File: src/rtl/banco_de_registradores_param_if.sv
// Register-file access bundle: read ports, two write ports, scoreboard and debug port.
interface banco_de_registradores_param_if #(
    parameter int DATA_W = 32,
    parameter int ADDR_W = 5
);
    logic [ADDR_W-1:0] brp_in_rs;
    logic [ADDR_W-1:0] brp_in_rt;
    logic [DATA_W-1:0] brp_out_R_rs;
    logic [DATA_W-1:0] brp_out_R_rt;
    logic              brp_in_w0_en;
    logic [ADDR_W-1:0] brp_in_w0_addr;
    logic [DATA_W-1:0] brp_in_w0_data;
    logic              brp_in_w1_en;
    logic [ADDR_W-1:0] brp_in_w1_addr;
    logic [DATA_W-1:0] brp_in_w1_data;
    logic              brp_in_busy_set;
    logic [ADDR_W-1:0] brp_in_busy_addr;
    logic              brp_out_busy_rs;
    logic              brp_out_busy_rt;
    logic [ADDR_W-1:0] brp_in_SW;
    logic [DATA_W-1:0] brp_out_reg_para_a_placa;

    modport master (
        output brp_in_rs, brp_in_rt,
        output brp_in_w0_en, brp_in_w0_addr, brp_in_w0_data,
        output brp_in_w1_en, brp_in_w1_addr, brp_in_w1_data,
        output brp_in_busy_set, brp_in_busy_addr, brp_in_SW,
        input  brp_out_R_rs, brp_out_R_rt,
        input  brp_out_busy_rs, brp_out_busy_rt, brp_out_reg_para_a_placa
    );

    modport slave (
        input  brp_in_rs, brp_in_rt,
        input  brp_in_w0_en, brp_in_w0_addr, brp_in_w0_data,
        input  brp_in_w1_en, brp_in_w1_addr, brp_in_w1_data,
        input  brp_in_busy_set, brp_in_busy_addr, brp_in_SW,
        output brp_out_R_rs, brp_out_R_rt,
        output brp_out_busy_rs, brp_out_busy_rt, brp_out_reg_para_a_placa
    );
endinterface

File: src/rtl/banco_de_registradores_param.sv
// Parametrised MIPS register file: two combinational reads with optional bypass,
// two prioritised write ports, pending-load scoreboard and registered debug read.
module banco_de_registradores_param #(
    parameter int DATA_W   = 32,
    parameter int ADDR_W   = 5,
    parameter int ZERO_REG = 1,
    parameter int BYPASS   = 1
) (
    input logic brp_in_clk,
    input logic brp_in_reset_n,
    banco_de_registradores_param_if.slave bus
);
    localparam int NUM_REGS = 2 ** ADDR_W;

    typedef logic [DATA_W-1:0] word_t;
    typedef logic [ADDR_W-1:0] addr_t;

    word_t               regs [NUM_REGS];
    logic [NUM_REGS-1:0] busy;
    logic [NUM_REGS-1:0] busy_nxt;
    word_t               dbg;
    word_t               rd_a;
    word_t               rd_b;
    logic                w0_ok;
    logic                w1_ok;
    logic                w0_live;
    logic                set_ok;

    function automatic logic is_hard_zero(addr_t a);
        return (ZERO_REG != 0) && (a == '0);
    endfunction

    assign w0_ok   = bus.brp_in_w0_en && !is_hard_zero(bus.brp_in_w0_addr);
    assign w1_ok   = bus.brp_in_w1_en && !is_hard_zero(bus.brp_in_w1_addr);
    assign set_ok  = bus.brp_in_busy_set && !is_hard_zero(bus.brp_in_busy_addr);
    // w1 is the load writeback and owns the register on an address collision
    assign w0_live = w0_ok && !(w1_ok && (bus.brp_in_w1_addr == bus.brp_in_w0_addr));

    always_comb begin
        rd_a = is_hard_zero(bus.brp_in_rs) ? '0 : regs[bus.brp_in_rs];
        rd_b = is_hard_zero(bus.brp_in_rt) ? '0 : regs[bus.brp_in_rt];
        if (BYPASS != 0) begin
            if (w1_ok && (bus.brp_in_w1_addr == bus.brp_in_rs)) begin
                rd_a = bus.brp_in_w1_data;
            end else if (w0_ok && (bus.brp_in_w0_addr == bus.brp_in_rs)) begin
                rd_a = bus.brp_in_w0_data;
            end
            if (w1_ok && (bus.brp_in_w1_addr == bus.brp_in_rt)) begin
                rd_b = bus.brp_in_w1_data;
            end else if (w0_ok && (bus.brp_in_w0_addr == bus.brp_in_rt)) begin
                rd_b = bus.brp_in_w0_data;
            end
        end
    end

    // a fresh load issue outranks the writeback that clears the same register
    always_comb begin
        busy_nxt = busy;
        if (w0_ok) busy_nxt[bus.brp_in_w0_addr] = 1'b0;
        if (w1_ok) busy_nxt[bus.brp_in_w1_addr] = 1'b0;
        if (set_ok) busy_nxt[bus.brp_in_busy_addr] = 1'b1;
    end

    always_ff @(posedge brp_in_clk or negedge brp_in_reset_n) begin
        if (!brp_in_reset_n) begin
            for (int i = 0; i < NUM_REGS; i++) regs[i] <= '0;
            busy <= '0;
            dbg  <= '0;
        end else begin
            if (w0_live) regs[bus.brp_in_w0_addr] <= bus.brp_in_w0_data;
            if (w1_ok) regs[bus.brp_in_w1_addr] <= bus.brp_in_w1_data;
            busy <= busy_nxt;
            dbg  <= is_hard_zero(bus.brp_in_SW) ? '0 : regs[bus.brp_in_SW];
        end
    end

    assign bus.brp_out_R_rs             = rd_a;
    assign bus.brp_out_R_rt             = rd_b;
    assign bus.brp_out_busy_rs          = busy[bus.brp_in_rs];
    assign bus.brp_out_busy_rt          = busy[bus.brp_in_rt];
    assign bus.brp_out_reg_para_a_placa = dbg;
endmodule

File: src/flat_wrapper.sv
// flat-port wrapper written by rule: the top's interface ports become plain ports
module banco_de_registradores_param_flat 
#(
    parameter int DATA_W   = 32,
    parameter int ADDR_W   = 5,
    parameter int ZERO_REG = 1,
    parameter int BYPASS   = 1
)
  (brp_in_clk, brp_in_reset_n, bus_brp_in_rs, bus_brp_in_rt, bus_brp_in_w0_en, bus_brp_in_w0_addr, bus_brp_in_w0_data, bus_brp_in_w1_en, bus_brp_in_w1_addr, bus_brp_in_w1_data, bus_brp_in_busy_set, bus_brp_in_busy_addr, bus_brp_in_SW, bus_brp_out_R_rs, bus_brp_out_R_rt, bus_brp_out_busy_rs, bus_brp_out_busy_rt, bus_brp_out_reg_para_a_placa);
  banco_de_registradores_param_if #(.DATA_W(DATA_W), .ADDR_W(ADDR_W)) bus_i ();
  input logic brp_in_clk;
  input logic brp_in_reset_n;
  input wire logic [$bits(bus_i.brp_in_rs)-1:0] bus_brp_in_rs;
  input wire logic [$bits(bus_i.brp_in_rt)-1:0] bus_brp_in_rt;
  input wire logic [$bits(bus_i.brp_in_w0_en)-1:0] bus_brp_in_w0_en;
  input wire logic [$bits(bus_i.brp_in_w0_addr)-1:0] bus_brp_in_w0_addr;
  input wire logic [$bits(bus_i.brp_in_w0_data)-1:0] bus_brp_in_w0_data;
  input wire logic [$bits(bus_i.brp_in_w1_en)-1:0] bus_brp_in_w1_en;
  input wire logic [$bits(bus_i.brp_in_w1_addr)-1:0] bus_brp_in_w1_addr;
  input wire logic [$bits(bus_i.brp_in_w1_data)-1:0] bus_brp_in_w1_data;
  input wire logic [$bits(bus_i.brp_in_busy_set)-1:0] bus_brp_in_busy_set;
  input wire logic [$bits(bus_i.brp_in_busy_addr)-1:0] bus_brp_in_busy_addr;
  input wire logic [$bits(bus_i.brp_in_SW)-1:0] bus_brp_in_SW;
  output wire logic [$bits(bus_i.brp_out_R_rs)-1:0] bus_brp_out_R_rs;
  output wire logic [$bits(bus_i.brp_out_R_rt)-1:0] bus_brp_out_R_rt;
  output wire logic [$bits(bus_i.brp_out_busy_rs)-1:0] bus_brp_out_busy_rs;
  output wire logic [$bits(bus_i.brp_out_busy_rt)-1:0] bus_brp_out_busy_rt;
  output wire logic [$bits(bus_i.brp_out_reg_para_a_placa)-1:0] bus_brp_out_reg_para_a_placa;
  assign bus_i.brp_in_rs = bus_brp_in_rs;
  assign bus_i.brp_in_rt = bus_brp_in_rt;
  assign bus_i.brp_in_w0_en = bus_brp_in_w0_en;
  assign bus_i.brp_in_w0_addr = bus_brp_in_w0_addr;
  assign bus_i.brp_in_w0_data = bus_brp_in_w0_data;
  assign bus_i.brp_in_w1_en = bus_brp_in_w1_en;
  assign bus_i.brp_in_w1_addr = bus_brp_in_w1_addr;
  assign bus_i.brp_in_w1_data = bus_brp_in_w1_data;
  assign bus_i.brp_in_busy_set = bus_brp_in_busy_set;
  assign bus_i.brp_in_busy_addr = bus_brp_in_busy_addr;
  assign bus_i.brp_in_SW = bus_brp_in_SW;
  assign bus_brp_out_R_rs = bus_i.brp_out_R_rs;
  assign bus_brp_out_R_rt = bus_i.brp_out_R_rt;
  assign bus_brp_out_busy_rs = bus_i.brp_out_busy_rs;
  assign bus_brp_out_busy_rt = bus_i.brp_out_busy_rt;
  assign bus_brp_out_reg_para_a_placa = bus_i.brp_out_reg_para_a_placa;
  banco_de_registradores_param #(.DATA_W(DATA_W), .ADDR_W(ADDR_W), .ZERO_REG(ZERO_REG), .BYPASS(BYPASS)) u_core (.brp_in_clk(brp_in_clk), .brp_in_reset_n(brp_in_reset_n), .bus(bus_i));
endmodule
File: config.mk
export PLATFORM = sky130hd
export DESIGN_NAME = banco_de_registradores_param_flat
export DESIGN_NICKNAME = d
export VERILOG_FILES = /design/src/rtl/banco_de_registradores_param_if.sv /design/src/rtl/banco_de_registradores_param.sv /design/src/flat_wrapper.sv
export SDC_FILE = /design/constraint.sdc
export NUM_CORES = 2
export LEC_CHECK = 0
export CAP_MARGIN = 20
export CORE_ASPECT_RATIO = 0.5
export CORE_UTILIZATION = 40
export CTS_CLUSTER_SIZE = 25
export DETAILED_ROUTE_END_ITERATION = 8
export SYNTH_ARGS = -nofsm -noshare
export SYNTH_HDL_FRONTEND = slang
export SYNTH_SLANG_ARGS = --single-unit
File: constraint.sdc
create_clock -name brp_in_clk -period 7 [get_ports brp_in_clk]
set_input_delay 1.4 -clock brp_in_clk [delete_from_list [all_inputs] [get_ports brp_in_clk]]
set_output_delay 1.4 -clock brp_in_clk [all_outputs]
set_load 0.02 [all_outputs]
Word-level counts from Yosys, hierarchy flattened

Cells that the tools add are included.

Bits in registers: 1088
Latch bits: 0
Bits in writable memories: 0
Bits in read-only memories: 0
Input port bits: 99
Output and inout port bits: 98
Word-level logic and storage cells: 125
Memories kept: 0

Add/subtract/negate cells: 0
$mul: 0
Div/mod/pow operators: 0
Magnitude comparators: 15
Eq/ne operators: 5
Shifts and indexed selects: 0
Muxes and demuxes: 37
Bitwise operators: 10
Reduce and logical (&&, ||, !) cells: 24

Operators by type and width:

| cell               | count |
|---|---|
| $bwmux 1024        | 2 |
| $mux 1024          | 2 |
| $mux 32            | 18 |
| $bmux 32 s5        | 3 |
| $demux 32 s5       | 2 |
| $and 32x32->32     | 2 |
| $not 32->32        | 2 |
| $or 32x32->32      | 1 |
| $ge 6x6->1 const B | 5 |
| $logic_not 5->1    | 6 |
| $lt 5x6->1 const B | 5 |
| $not 5->6          | 5 |
| $eq 5x5->1         | 5 |
| $demux 1 s5        | 3 |
| $ge 5x1->1 const B | 3 |
| $logic_and 1x1->1  | 14 |
| $lt 6x1->1 const B | 2 |
| $bmux 1 s5         | 2 |
| $mux 1             | 5 |
| $logic_not 1->1    | 4 |

Logic depth before layout (Yosys ltp)

Depth in word-level cells: 11
Depth in mapped cells: 10
Depth with buffers taken out: 5

Worst setup path before layout

No wires, ideal clock.

Path type: input to output
Start: input port bus_brp_in_w0_addr[3]
End: output port bus_brp_out_R_rt[14]
Data arrival time: 3390 ps
Required time: 5600 ps
Setup slack: 2210 ps
Cell stages on the path: 9
Path buffers: 4
Path through: buf_2 -> or3_1 -> buf_2 -> o311ai_2 -> nor2_1 -> or3_1 -> buf_2 -> buf_6 -> o221ai_1

Longest elaborated chain between the ends: 6
Elaborated cells on any way between the ends: 7
Classes of those cells: eq/ne (1); mux (2); reduce/logical (4)

RTL lines:

| element             | RTL line                           | source |
|---|---|---|
| from (decl)         | flat_wrapper.sv:16                 | `input wire logic [$bits(bus_i.brp_in_w0_addr)-1:0] bus_brp_in_w0_addr;` |
| $logic_not 5->1     | banco_de_registradores_param.sv:30 | `return (ZERO_REG != 0) && (a == '0);` |
| $logic_not 1->1     | banco_de_registradores_param.sv:33 | `assign w0_ok = bus.brp_in_w0_en && !is_hard_zero(bus.brp_in_w0_addr);` |
| $logic_and 1x1->1   | banco_de_registradores_param.sv:33 |  |
| $logic_and 1x1->1 * | banco_de_registradores_param.sv:50 | `end else if (w0_ok && (bus.brp_in_w0_addr == bus.brp_in_rt)) begin` |
| $mux 32 *           | banco_de_registradores_param.sv:50 |  |
| $mux 32 *           | banco_de_registradores_param.sv:48 | `if (w1_ok && (bus.brp_in_w1_addr == bus.brp_in_rt)) begin` |
| to (decl)           | flat_wrapper.sv:25                 | `output wire logic [$bits(bus_i.brp_out_R_rt)-1:0] bus_brp_out_R_rt;` |

Mark *: on every way between the ends. The rest lies on a longest branch, timed or not.

Worst setup path after layout

Start: input port bus_brp_in_rs[4]
End: output port bus_brp_out_R_rs[20]

Longest elaborated chain between the ends: 7
Elaborated cells on any way between the ends: 12
Classes of those cells: eq/ne (2); mux (6); bitwise (1); reduce/logical (3)

RTL lines:

| element                                    | RTL line                           | source |
|---|---|---|
| from (decl)                                | flat_wrapper.sv:13                 | `input wire logic [$bits(bus_i.brp_in_rs)-1:0] bus_brp_in_rs;` |
| $not 5->6 (not written as such)            | banco_de_registradores_param.sv:40 | `rd_a = is_hard_zero(bus.brp_in_rs) ? '0 : regs[bus.brp_in_rs];` |
| $bmux 32 s5                                | banco_de_registradores_param.sv:40 |  |
| $mux 32 (not written as such) (2 in a row) | banco_de_registradores_param.sv:40 |  |
| $mux 32                                    | banco_de_registradores_param.sv:40 |  |
| $mux 32                                    | banco_de_registradores_param.sv:45 | `end else if (w0_ok && (bus.brp_in_w0_addr == bus.brp_in_rs)) begin` |
| $mux 32 *                                  | banco_de_registradores_param.sv:43 | `if (w1_ok && (bus.brp_in_w1_addr == bus.brp_in_rs)) begin` |
| to (decl)                                  | flat_wrapper.sv:24                 | `output wire logic [$bits(bus_i.brp_out_R_rs)-1:0] bus_brp_out_R_rs;` |

Mark *: on every way between the ends. The rest lies on a longest branch, timed or not. The select of a mux whose other input is x is not followed.

==> flow_summary_export.csv <==
group,metric,value,unit
critical_path,critical-path-max-stage-delay,1180,ps
synth,ys_types,59,
global_routing,grt_max_degree,159,
critical_path,end_kind,"output pin",
clock_tree,clock-root-buffer,"clkbuf_16",
power,peakVddDrop,0.215,mV
layout,final_common_cell,"dfrtp_1",
critical_path,critical_path_required,5600,ps
critical_path,startpoint,"bus_brp_in_rs[4]",
power,p_sw_share,35.5,%
timing,skew,38.9,ps
global_routing,grt_pass1_vias,69200,
layout,syn_to_final_growth,9.65,%
synth,synth_top_area_share,35.2,%
critical_path,path_common_cell,"clkdlybuf4s50_1",
power,p_leak,31.6,nW
synth,async_flop_share,100,%
route,drtIter0Drc,14400,
synth,yosysWarningCount,0,
clock_tree,cts.repair.resized,0,
route,post-route-drc-count,0,
synth,synth_edf_count,0,
clock_tree,cts.sinks,1088,
critical_path,crit_path_max_fanout,13,
die,chipWidth,624,um
placement,hpwl,216000,um
die,start_util,40.5,%
die,num_rows,113,
critical_path,cpMaxStageDelayCell,"clkdlybuf4s50_1",
synth,synth_ff_type,"dfrtp_1",
global_routing,grt_overflow,0,
timing,tightestPinTransition,1280,ps
timing,fin_crit_sh,99.8,%
global_routing,grt_pass1_wl,527000,um
timing,grt_setup_unrepaired,"no",
clock_tree,cts_buffer_depth,3,
route,firstDrtPassIters,7,
synth,synth-seq-area-share,35.2,%
clock_tree,cts.clk_slew.worst_paths,60,ps
timing,setup_slack,16.6,ps
route,vias,74800,
placement,portBuffers,196,
placement,place.detailed.instances,9792,
die,fp.coreArea,191000,um2
synth,netlist_instances,7912,
critical_path,critical_path_class,"in -> out",
placement,gp_congestion,0.954,
min_path,hold_start,"u_core.regs[1018]",
route,routedWlPerCell,37.0,um
synth,synth.ff_latch_count,1088,
synth,syn_avg_cell_area,9.78,um2
timing,clock.fmax,0.143,GHz
layout,final_cells,10000,
timing,fin_worst_hold_slack,416,ps
critical_path,r2r-start,"u_core.regs[213]",
timing,tns,0,ps
global_routing,antenna_found_initial,24,
die,chipHeight,313,um
timing,slew_headroom,15.0,%
min_path,hp-class,"reg -> reg",
synth,syn_area,77400,um2
min_path,hold_path_depth,0,
power,clkPwrFrac,27.6,%
power,power_density,287,nW/um2
route,ant_nets,0,
die,io_pins,197,
run,max-cap-violations,0,
run_status,outcome,"complete, no violations",
timing,setup_viol,0,
global_routing,grt.total_usage,37.1,%
placement,dp_slack,33.7,ps
power,p_int,15.7,mW
route,vias_per_cell,7.46,
critical_path,crit_path_start_kind,"input pin",
clock_tree,cts_setup_buffers,0,
critical_path,reg2reg_depth,4,
clock_tree,cts_tree,"done",
clock_tree,clock_latency,800,ps
layout,layout-drive-gt1-share,19.5,%
timing,fin_crit,6980,ps
synth,synth_area_leaders,"dfrtp_1, mux4_2, a31oi_1, o21ai_0, nand3_1",
critical_path,critPathArrivalTime,5580,ps
die,dieArea,195000,um2
power,pwr-share-seq,39.6,%
clock_tree,cts_made_buffers,114,
timing,finalHoldViolCount,0,
layout,final_cell_mix,"dfrtp_1, nor2_1, o21ai_0",
layout,final_nets,7424,
synth,syn_nets,8011,
route,wl,371000,um
clock_tree,ctsHoldBuffers,0,
power,p_comb_share,32.8,%
synth,synth_area_leader_cell,"dfrtp_1",
clock_tree,cts_max_level,3,
power,p_switching,8.65,mW
timing,drv_slew,0,
critical_path,crit_chain,"clkdlybuf4s50_1 -> xnor2_1 -> nand3_1 -> nor4_4 -> nor2b_4 -> buf_4 -> a221o_1 -> clkdlybuf4s50_1",
-- critical path, delay by kind of cell --
family,cells,cell delay [ps]
simple gates,3,1500
buf+inv,3,2210
compound gates,1,270
xor+xnor,1,200
-- cells in the mapped netlist, types with 4 or more instances --
cell         n
nor2b_1     12
o221ai_1    38
buf_2      217
o31ai_4      4
a31oi_1    844
nor3b_1      4
nand4_1     22
nor3_1       9
nand3_1    870
and3_1       4
mux4_2     815
o221ai_2     5
nand2_1    153
o31a_1       4
a22oi_1     21
or3_1        6
buf_6       28
nand2b_1     6
a211o_1     21
buf_4       67
xnor2_1     14
xor2_1      11
nor4_1      34
or3b_2       4
a22o_1      35
o211ai_1    21
a21oi_1    130
and3b_1      4
o21ai_0    899
clkbuf_1   718
inv_1       66
a32o_1      28
mux2i_1    267
buf_1      178
a221o_1     43
nor2_1     995
and2_1      37
dfrtp_1   1088
a211oi_1    11
o22ai_1    148
nand3b_1     4
-- power by group through the flow --
stage                     logic, mW  registers, mW  clock network (mW)
final                          7.99           9.63                6.73
after global routing           8.33           9.80                6.92
after CTS                      7.76           9.51                6.69
after detailed placement       7.73           9.60                   0
after global placement         7.64           9.52                   0
after floorplan                5.35           9.09                   0
-- cell families (layout without fill, tap and decap cells) --
group / Yosys count / after routing / synth area share, %
flops: 1088 / 1088 / 35.2
buf+inv: 1274 / 784 / 7.13
simple gates: 2175 / 2175 / 12.5
compound gates: 2266 / 2266 / 17.7
other cells: 0 / 19 / 0
mux: 1084 / 1084 / 27.2
xor+xnor: 25 / 25 / 0.283
-- layer usage --
layer / share of wire, % / up-vias / GRT usage [%]
li1: - / 28900 / -
met1: 35 / 37100 / 48.3
met2: 40 / 7272 / 49.4
met3: 17 / 1391 / 16.8
met4: 7.5 / 28 / 24.1
met5: 0.078 / - / 0.335
-- final timing paths --
| check | slack (ps) | to |
|---|---|---|
| max | 20 | bus_brp_out_R_rs[20] |
| min | 420 | u_core.regs[1018] |
| max reg2reg | 4910 | u_core.bus.brp_out_reg_para_a_placa[21] |
| min reg2reg | 420 | u_core.regs[1018] |
| max in group asynchronous | 4770 | u_core.regs[730] |
| min in group asynchronous | 660 | u_core.busy[13] |
-- registers in the layout (all words and copies together) (netlist names) --
name                                 flops
u_core.regs                           1024
u_core.bus.brp_out_reg_para_a_placa     32
u_core.busy                             32
-- stage by stage --
step	area, um2	total power [mW]	util (%)
after floorplan	77400	14.4	-
after global placement	80700	17.2	42.3
after detailed placement	80800	17.3	42.3
after CTS	84700	24.0	44.3
after global routing	84800	25.0	44.4
final	84800	24.4	44.4
-- layout make-up --
type                            instances  area, um2
Clock buffer                          171       3420
Clock inverter                         42        519
Timing Repair Buffer                  505       4990
Inverter                               66        248
Sequential cell                      1088      27200
Fill cell                           17700     106000
Tap cell                             2587       3240
Antenna cell                           19       47.5
Multi-Input combinational cell       5550      45100
(Power assumes the default switching activity.)
